===== src/rtl/vector_frame_writer.sv =====
`default_nettype none
// ============================================================================
// vector_frame_writer
// Packs beam points into vector words and fills the back bank of a
// double-buffered vector RAM; banks swap only at the display's frame end.
// Revision: 1.0
// ============================================================================
module vector_frame_writer #(
    parameter int ADDRESSWIDTH = 4,
    parameter int DATAWIDTH    = 18,
    parameter int OUT_WIDTH    = 8
) (
    input  logic                    clk,
    input  logic                    rst,
    input  logic                    pt_valid,
    output logic                    pt_ready,
    input  logic [OUT_WIDTH-1:0]    pt_x,
    input  logic [OUT_WIDTH-1:0]    pt_y,
    input  logic                    pt_draw,
    input  logic                    pt_last,
    input  logic                    disp_frame_done,
    output logic                    wr_en,
    output logic                    wr_bank,
    output logic [ADDRESSWIDTH-1:0] wr_addr,
    output logic [DATAWIDTH-1:0]    wr_data,
    output logic                    rd_bank,
    output logic                    overflow
);

    typedef enum logic [1:0] {
        S_FILL = 2'd0,
        S_DROP = 2'd1,
        S_WAIT = 2'd2
    } state_t;

    state_t                  r_state;
    state_t                  w_next_state;
    logic [ADDRESSWIDTH-1:0] r_cnt;
    logic                    r_rd_bank;
    logic                    r_overflow;
    logic                    r_wr_en;
    logic [ADDRESSWIDTH-1:0] r_wr_addr;
    logic [DATAWIDTH-1:0]    r_wr_data;
    logic                    w_accept;
    logic                    w_cnt_max;
    logic [DATAWIDTH-1:0]    w_word;

    assign pt_ready  = ~rst & ((r_state == S_FILL) | (r_state == S_DROP));
    assign w_accept  = pt_valid & pt_ready;
    assign w_cnt_max = (r_cnt == {ADDRESSWIDTH{1'b1}});
    // The word at the top address is always end-flagged so the display never runs off the bank.
    assign w_word    = {pt_y, pt_x, pt_draw, pt_last | w_cnt_max};

    always_ff @(posedge clk) begin
        if (rst) begin
            r_state <= S_FILL;
        end else begin
            r_state <= w_next_state;
        end
    end

    always_comb begin
        w_next_state = r_state;
        case (r_state)
            S_FILL: begin
                if (w_accept) begin
                    if (pt_last) begin
                        w_next_state = S_WAIT;
                    end else if (w_cnt_max) begin
                        w_next_state = S_DROP;
                    end
                end
            end
            S_DROP: begin
                if (w_accept && pt_last) begin
                    w_next_state = S_WAIT;
                end
            end
            S_WAIT: begin
                if (disp_frame_done) begin
                    w_next_state = S_FILL;
                end
            end
            default: w_next_state = S_FILL;
        endcase
    end

    always_ff @(posedge clk) begin
        if (rst) begin
            r_cnt      <= '0;
            r_rd_bank  <= 1'b0;
            r_overflow <= 1'b0;
            r_wr_en    <= 1'b0;
            r_wr_addr  <= '0;
            r_wr_data  <= '0;
        end else begin
            r_wr_en <= 1'b0;
            if ((r_state == S_FILL) && w_accept) begin
                r_wr_en   <= 1'b1;
                r_wr_addr <= r_cnt;
                r_wr_data <= w_word;
                if (!pt_last) begin
                    if (w_cnt_max) begin
                        r_overflow <= 1'b1;
                    end else begin
                        r_cnt <= r_cnt + 1'b1;
                    end
                end
            end
            if ((r_state == S_WAIT) && disp_frame_done) begin
                r_rd_bank <= ~r_rd_bank;
                r_cnt     <= '0;
            end
        end
    end

    assign wr_en    = r_wr_en;
    assign wr_addr  = r_wr_addr;
    assign wr_data  = r_wr_data;
    assign rd_bank  = r_rd_bank;
    assign wr_bank  = ~r_rd_bank;
    assign overflow = r_overflow;

endmodule
`default_nettype wire


===== config.mk =====
export PLATFORM = sky130hd
export DESIGN_NAME = vector_frame_writer
export DESIGN_NICKNAME = d
export VERILOG_FILES = /design/src/rtl/vector_frame_writer.sv
export SDC_FILE = /design/constraint.sdc
export NUM_CORES = 1
export LEC_CHECK = 0
export BUFFER_PORTS_ARGS = -buffer_cell sky130_fd_sc_hd__buf_2
export CAP_MARGIN = 25
export CORE_MARGIN = 2
export CORE_UTILIZATION = 50
export CTS_CLUSTER_SIZE = 25
export DETAILED_ROUTE_END_ITERATION = 12
export PLACE_DENSITY_LB_ADDON = 0.2
export SYNTH_ARGS = -nofsm -noshare
export SYNTH_HDL_FRONTEND = slang
export SYNTH_SLANG_ARGS = --single-unit

===== constraint.sdc =====
create_clock -name clk -period 2.7 [get_ports clk]
set_input_delay 0.27 -clock clk [delete_from_list [all_inputs] [get_ports clk]]
set_output_delay 0.27 -clock clk [all_outputs]
set_load 0.01 [all_outputs]

==> qor.yml, run 1 <==
grt_pass1_vias: 881
fmax_mhz: 524.7
critPathKind: "flip-flop to flip-flop"
r2r_end: "r_cnt[1]$_SDFFE_PP0P_"
remaining_drc_errors: 0
power_switching_w: 0.0002190
fin_cells: 214
cts_setup_buffers: 0
row_count: 17
total_power_w: 0.0009513
p_clk_frac: 0.396
synth_top_family_by_area: "simple AND/OR/NAND/NOR gates"
min_period_over_period: 0.7058
ys_warn_count: 0
insertion_delay_ns: 0.33
synth-edff-count: 0
grt_usage: 0.1922
final_core_util: 0.6745
min_to: "wr_data[8]$_SDFFE_PP0P_"
synthAdderAreaFrac: 0.01049
synth.distinct_cells: 29
drt-initial-drc-count: 11
num-fill-cells: 211
die_area_sq_um: 2792
synth_seq_cells: 31
cts-resized-gates: 0
cts_sinks: 31
drt_pass1_iterations: 4
slew_headroom: 0.6458
final_antenna_net_count: 0
cp.required_ns: 2.92
grt_first_pass_wirelength_mm: 3.739
cts-root-buf: "clkbuf_4"
rrSetupSlack_ns: 0.79
drv_slew: 0
p_int_w: 0.0007323
fin_skew_ns: 0.007821
synth_xor_area_frac: 0.007345
port_buffers: 48
drt_wl_total_mm: 2.500
multi_input_area_sq_um: 513.0
synth_top_flop_cell: "dfxtp_1"
synth-seq-area-share: 0.5205
dp_cells: 206
synth_top_area_share: 0.5205
yosys.area.top_type: "dfxtp_1"
holdPathStages: 3
ys_async_sr_fraction: 0
start_util: 0.5339
antenna_found_initial: 0
synth_mux_area_frac: 0.02938
startpoint_type: "flip-flop"
cts_buffer_depth: 2
overflow: 0
synthTopCellsByArea: "dfxtp_1 52%, nand2_1 13%, a21oi_1 9.7%"
worst_slew_pin_slew_ns: 0.5314
postCtsHoldBufs: 0
synth_most_common_cell: "nand2_1"
setup_tns_ns: 0
p_per_area_nw_per_um2: 631.5
hold_viol: 0
status: "complete, no violations"
seq_power_share: 0.509
grt_use_met3: 0.06571
hold_class: "input port to flip-flop"
use_met1: 0.2182
min_period_ns: 1.906
timing.hold.ws_ns: 0.1635
crit_path_end_kind: "flip-flop"
antennaDiodeCount: 0
synth_nets: 163
clk_pin_slew_ns: 0.10
synth_area_per_cell_sq_um: 8.517
critical_path_arrival_ns: 2.13
final_nets: 208
peakVddDrop_mv: 0.6397
comb_power_share: 0.095
min_from: "pt_x[6]"
cts_buffers: 5
synth-simple-area-share: 0.2487
r2r-start: "r_state[0]$_SDFFE_PP0P_"
htree_levels: 2
io_pins: 49
die_h_um: 52.84
rsz0062_at_grt: "no"
cts_tree: "yes"
die_x_um: 52.84
place_congestion: 0.7025
coreArea_sq_um: 2233
drive_gt1_frac: 0.3333
post_synth_inst_count: 140
switching_share: 0.2302
seq_area_sq_um: 620.6
synth_compound_area_frac: 0.1343
hpwl_mm: 1.669
leakage_nw: 0.6867
yosys-top-cells-count: "42 x nand2_1, 31 x dfxtp_1, 23 x a21oi_1, 7 x clkbuf_1"
viasPerCell: 5.084
reg2reg_depth: 3
cap_violations: 0
met2_usage: 0.3083
busiest_layer: "met2"
netlist_area_sq_um: 1192
setup_viol: 0
critPathMaxFanout: 26
vias: 1088
wl_per_cell_um: 11.68
grt_max_degree: 34
synthToLayoutAreaGrowth_pct: 26.34
power by group through the flow:
stage / clock network (W) / logic [W] / registers, W
after global routing: 0.000397 / 0.000101 / 0.000487
after global placement: 0 / 0.0000884 / 0.000494
after floorplan: 0 / 0.0000477 / 0.000501
after CTS: 0.000385 / 0.0000911 / 0.000485
final: 0.000377 / 0.0000900 / 0.000485
after detailed placement: 0 / 0.0000907 / 0.000495
critical path: stages, from the launching register on:
cell and delay (ns):
dfxtp_1 0.36, or4b_4 0.71, or3_4 0.44, mux2_4 0.30
state kept, by name (all words and copies together) (netlist names):
signal,cells
wr_data,18
r_cnt,4
wr_addr,4
r_state,2
overflow,1
rd_bank,1
wr_en,1
logic make-up (layout without fill, tap and decap cells):
family,count (synthesis),after routing
fa+ha+maj,1,1
buf+inv,13,59
compound gates,29,29
flops,31,31
xor+xnor,1,1
simple gates,62,62
mux,3,3
cell type report:
cell class | count | share of cell area
clock buffers | 6 | 0.03405
clock inverters | 2 | 0.02326
inverters | 3 | 0.007475
multi-input cells | 96 | 0.3405
flip-flops and latches | 31 | 0.4120
well taps | 28 | 0.02326
repair buffers | 48 | 0.1595
worst max path at each step:
stage	startpoint	end	slack [ns]	depth (start not counted)
5_1_grt	r_state[0]$_SDFFE_PP0P_	r_cnt[2]$_SDFFE_PP0P_	0.71	4
3_5_place_dp	rst	r_cnt[1]$_SDFFE_PP0P_	0.58	4
3_3_place_gp	rst	r_cnt[1]$_SDFFE_PP0P_	0.60	4
6_report	r_state[0]$_SDFFE_PP0P_	r_cnt[1]$_SDFFE_PP0P_	0.79	3
2_1_floorplan	r_state[0]$_SDFFE_PP0P_	r_cnt[1]$_SDFFE_PP0P_	0.93	4
4_1_cts	r_state[0]$_SDFFE_PP0P_	r_cnt[1]$_SDFFE_PP0P_	0.79	3
layout by cell type, fill, tap and decap left out, drive strengths merged:
master and instances:
clkbuf 6, a31oi 2, nor3 2, nor4 1
bufinv 1, a2111oi 1, mux2i 2, xnor2 1
nand3 1, nand2b 1, and3 1, or3b 2
buf 48, ha 1, mux2 1, a221oi 1
o21bai 1, nor2 4, a21oi 23, or4b 1
and3b 1, inv 3, or3 1, a211oi 1
dfxtp 31, nor4b 1, clkinv 1, nand3b 4
nand2 42
stage by stage:
step                      instance area [sq um]  worst slack (ns)
final                                      1506            0.7943
after CTS                                  1506            0.7940
after global placement                     1420            0.6040
after global routing                       1506            0.7133
after detailed placement                   1420            0.5847
after floorplan                            1192            0.9314
layer usage:
layer | vias to the layer above | wire [um]
li1 | 558 | -
met1 | 480 | 1093
met2 | 43 | 1129
met3 | 7 | 219
met4 | 0 | 59
met5 | - | 0
Note: power is estimated with default switching activity, not from simulation.
==> inputs of run 2 (changes only) <==
--- a/config.mk
+++ b/config.mk
@@ -8,7 +8,7 @@
 export BUFFER_PORTS_ARGS = -buffer_cell sky130_fd_sc_hd__buf_2
 export CAP_MARGIN = 25
 export CORE_MARGIN = 2
-export CORE_UTILIZATION = 50
+export CORE_UTILIZATION = 46
 export CTS_CLUSTER_SIZE = 25
 export DETAILED_ROUTE_END_ITERATION = 12
 export PLACE_DENSITY_LB_ADDON = 0.2
==> constraint.sdc (replaced) <==
create_clock -name clk -period 1.91 [get_ports clk]
set_input_delay 0.191 -clock clk [delete_from_list [all_inputs] [get_ports clk]]
set_output_delay 0.191 -clock clk [all_outputs]
set_load 0.01 [all_outputs]
==> run 2 against run 1 <==
Net effect:
- critical path depth grew 3
- global-route usage shrank 0.74 points
- non-clock buffer count grew 4
- count of clock-buffer cells in the layout grew 1
- first-iteration DRC count shrank 9.1%
- clock power shrank 5.6%
- cell count grew 2.8%
- maximum frequency grew 12%
- design area grew 0.58%
- sequential share of layout area shrank 0.24 points
- critical path type unchanged
- largest cell class unchanged
==> qor.yml, run 2 (synthesis results as in run 1) <==
status: "complete, no violations"
setup_tns_ns: 0
place_congestion: 0.6463
cts_buffer_depth: 2
peakVddDrop_mv: 0.5103
cts_setup_buffers: 0
drive_gt1_frac: 0.3368
cts-resized-gates: 0
die_h_um: 54.92
die_x_um: 54.92
wl_per_cell_um: 11.78
setup_viol: 0
insertion_delay_ns: 0.33
antennaDiodeCount: 0
final_antenna_net_count: 0
cts-root-buf: "clkbuf_4"
grt_first_pass_wirelength_mm: 3.760
synthToLayoutAreaGrowth_pct: 27.07
drt_pass1_iterations: 4
overflow: 0
hpwl_mm: 1.813
final_nets: 212
antenna_found_initial: 0
coreArea_sq_um: 2477
fin_skew_ns: 0.004745
die_area_sq_um: 3016
startpoint: "r_state[1]$_SDFFE_PP0P_"
startpoint_type: "flip-flop"
cp.required_ns: 2.17
rrSetupSlack_ns: 0.20
remaining_drc_errors: 0
postCtsHoldBufs: 0
min_period_over_period: 0.8934
critPathKind: "flip-flop to flip-flop"
cts_tree: "yes"
fmax_mhz: 586.1
hold_viol: 0
leakage_nw: 0.6902
routed-wl-met3_um: 189
grt_pass1_vias: 900
crit_path_end_kind: "flip-flop"
final_common_cell: "buf_2"
critPathMaxFanout: 13
drt-initial-drc-count: 10
largest_reg_flops: 18
min_period_ns: 1.706
drv_slew: 0
p_per_area_nw_per_um2: 777.7
port_buffers: 48
dr_wl_met2_mm: 1.259
drt_wl_total_mm: 2.591
grt_max_degree: 33
top_layer_used: "met4"
min_from: "pt_y[1]"
grt_usage: 0.1848
mostFrequentLayoutCells: "48 x buf_2, 42 x nand2_1, 31 x dfxtp_1"
viasPerCell: 5.009
cts_buffers: 5
wl_met1_mm: 1.106
rsz0062_at_grt: "no"
r2r-start: "r_state[1]$_SDFFE_PP0P_"
clk_pin_slew_ns: 0.09
slew_headroom: 0.7904
cts_sinks: 31
worst_slew_pin_slew_ns: 0.3065
placed_cell_area_sq_um: 1465
final_cell_area_sq_um: 1515
io_pins: 49
vias: 1102
critical_path_arrival_ns: 1.97
cap_violations: 0
start_util: 0.4813
row_count: 18
htree_levels: 2
hold_class: "input port to flip-flop"
-- run 2: cell count changes in the layout (fill, tap and decap cells not counted), sizes merged --
cell and delta:
clkbuf +1, bufinv -1, buf +4
-- run 2: final timing paths --
| path | endpoint | depth (start not counted) |
|---|---|---|
| setup reg to reg | wr_data[16]$_SDFFE_PP0P_ | 6 |
| setup / recovery | wr_data[16]$_SDFFE_PP0P_ | 6 |
| hold / removal | wr_data[11]$_SDFFE_PP0P_ | 3 |
| hold reg to reg | wr_data[11]$_SDFFE_PP0P_ | 2 |
-- run 2: final cells by class --
cell class | count | area (sq um)
fillers | 247 | 962.2
clock buffers | 7 | 45.04
inverters | 3 | 11.26
clock inverters | 1 | 5.005
flip-flops and latches | 31 | 620.6
well taps | 30 | 37.54
repair buffers | 52 | 282.8
multi-input cells | 96 | 513.0
-- run 2: report_power, final --
part / leakage, nW / switching (W) / internal, W
clock: 0.0293 / 0.000213 / 0.000143
sequential: 0.253 / 0.0000136 / 0.000671
combinational: 0.408 / 0.0000744 / 0.0000638
total: 0.690 / 0.000301 / 0.000878
-- run 2: per-stage QoR --
step | instances | hold WS [ns] | total power [W] | utilization | setup WS [ns]
2_1_floorplan | 140 | 0.2807 | 0.0007762 | - | 0.1414
3_3_place_gp | 212 | 0.4329 | 0.0008343 | 0.5914 | 0.2546
3_5_place_dp | 212 | 0.4388 | 0.0008396 | 0.5914 | 0.1932
4_1_cts | 220 | 0.08056 | 0.001193 | 0.6116 | 0.1771
5_1_grt | 220 | 0.07096 | 0.001238 | 0.6116 | 0.06958
6_report | 220 | 0.08764 | 0.001178 | 0.6116 | 0.2037
-- run 2: worst max-delay path, stage by stage (launching register included) --
cell     delay (ns)
dfxtp_1        0.37
or4b_4         0.54
buf_4          0.20
inv_2          0.20
buf_12         0.17
nand2_1        0.05
a21oi_1        0.12
-- run 2: metal layers --
| layer | up-vias | GRT usage |
|---|---|---|
| li1 | 568 | - |
| met3 | 5 | 0.08871 |
| met4 | 0 | 0.08537 |
| met1 | 494 | 0.1987 |
| met5 | - | 0 |
| met2 | 35 | 0.3056 |
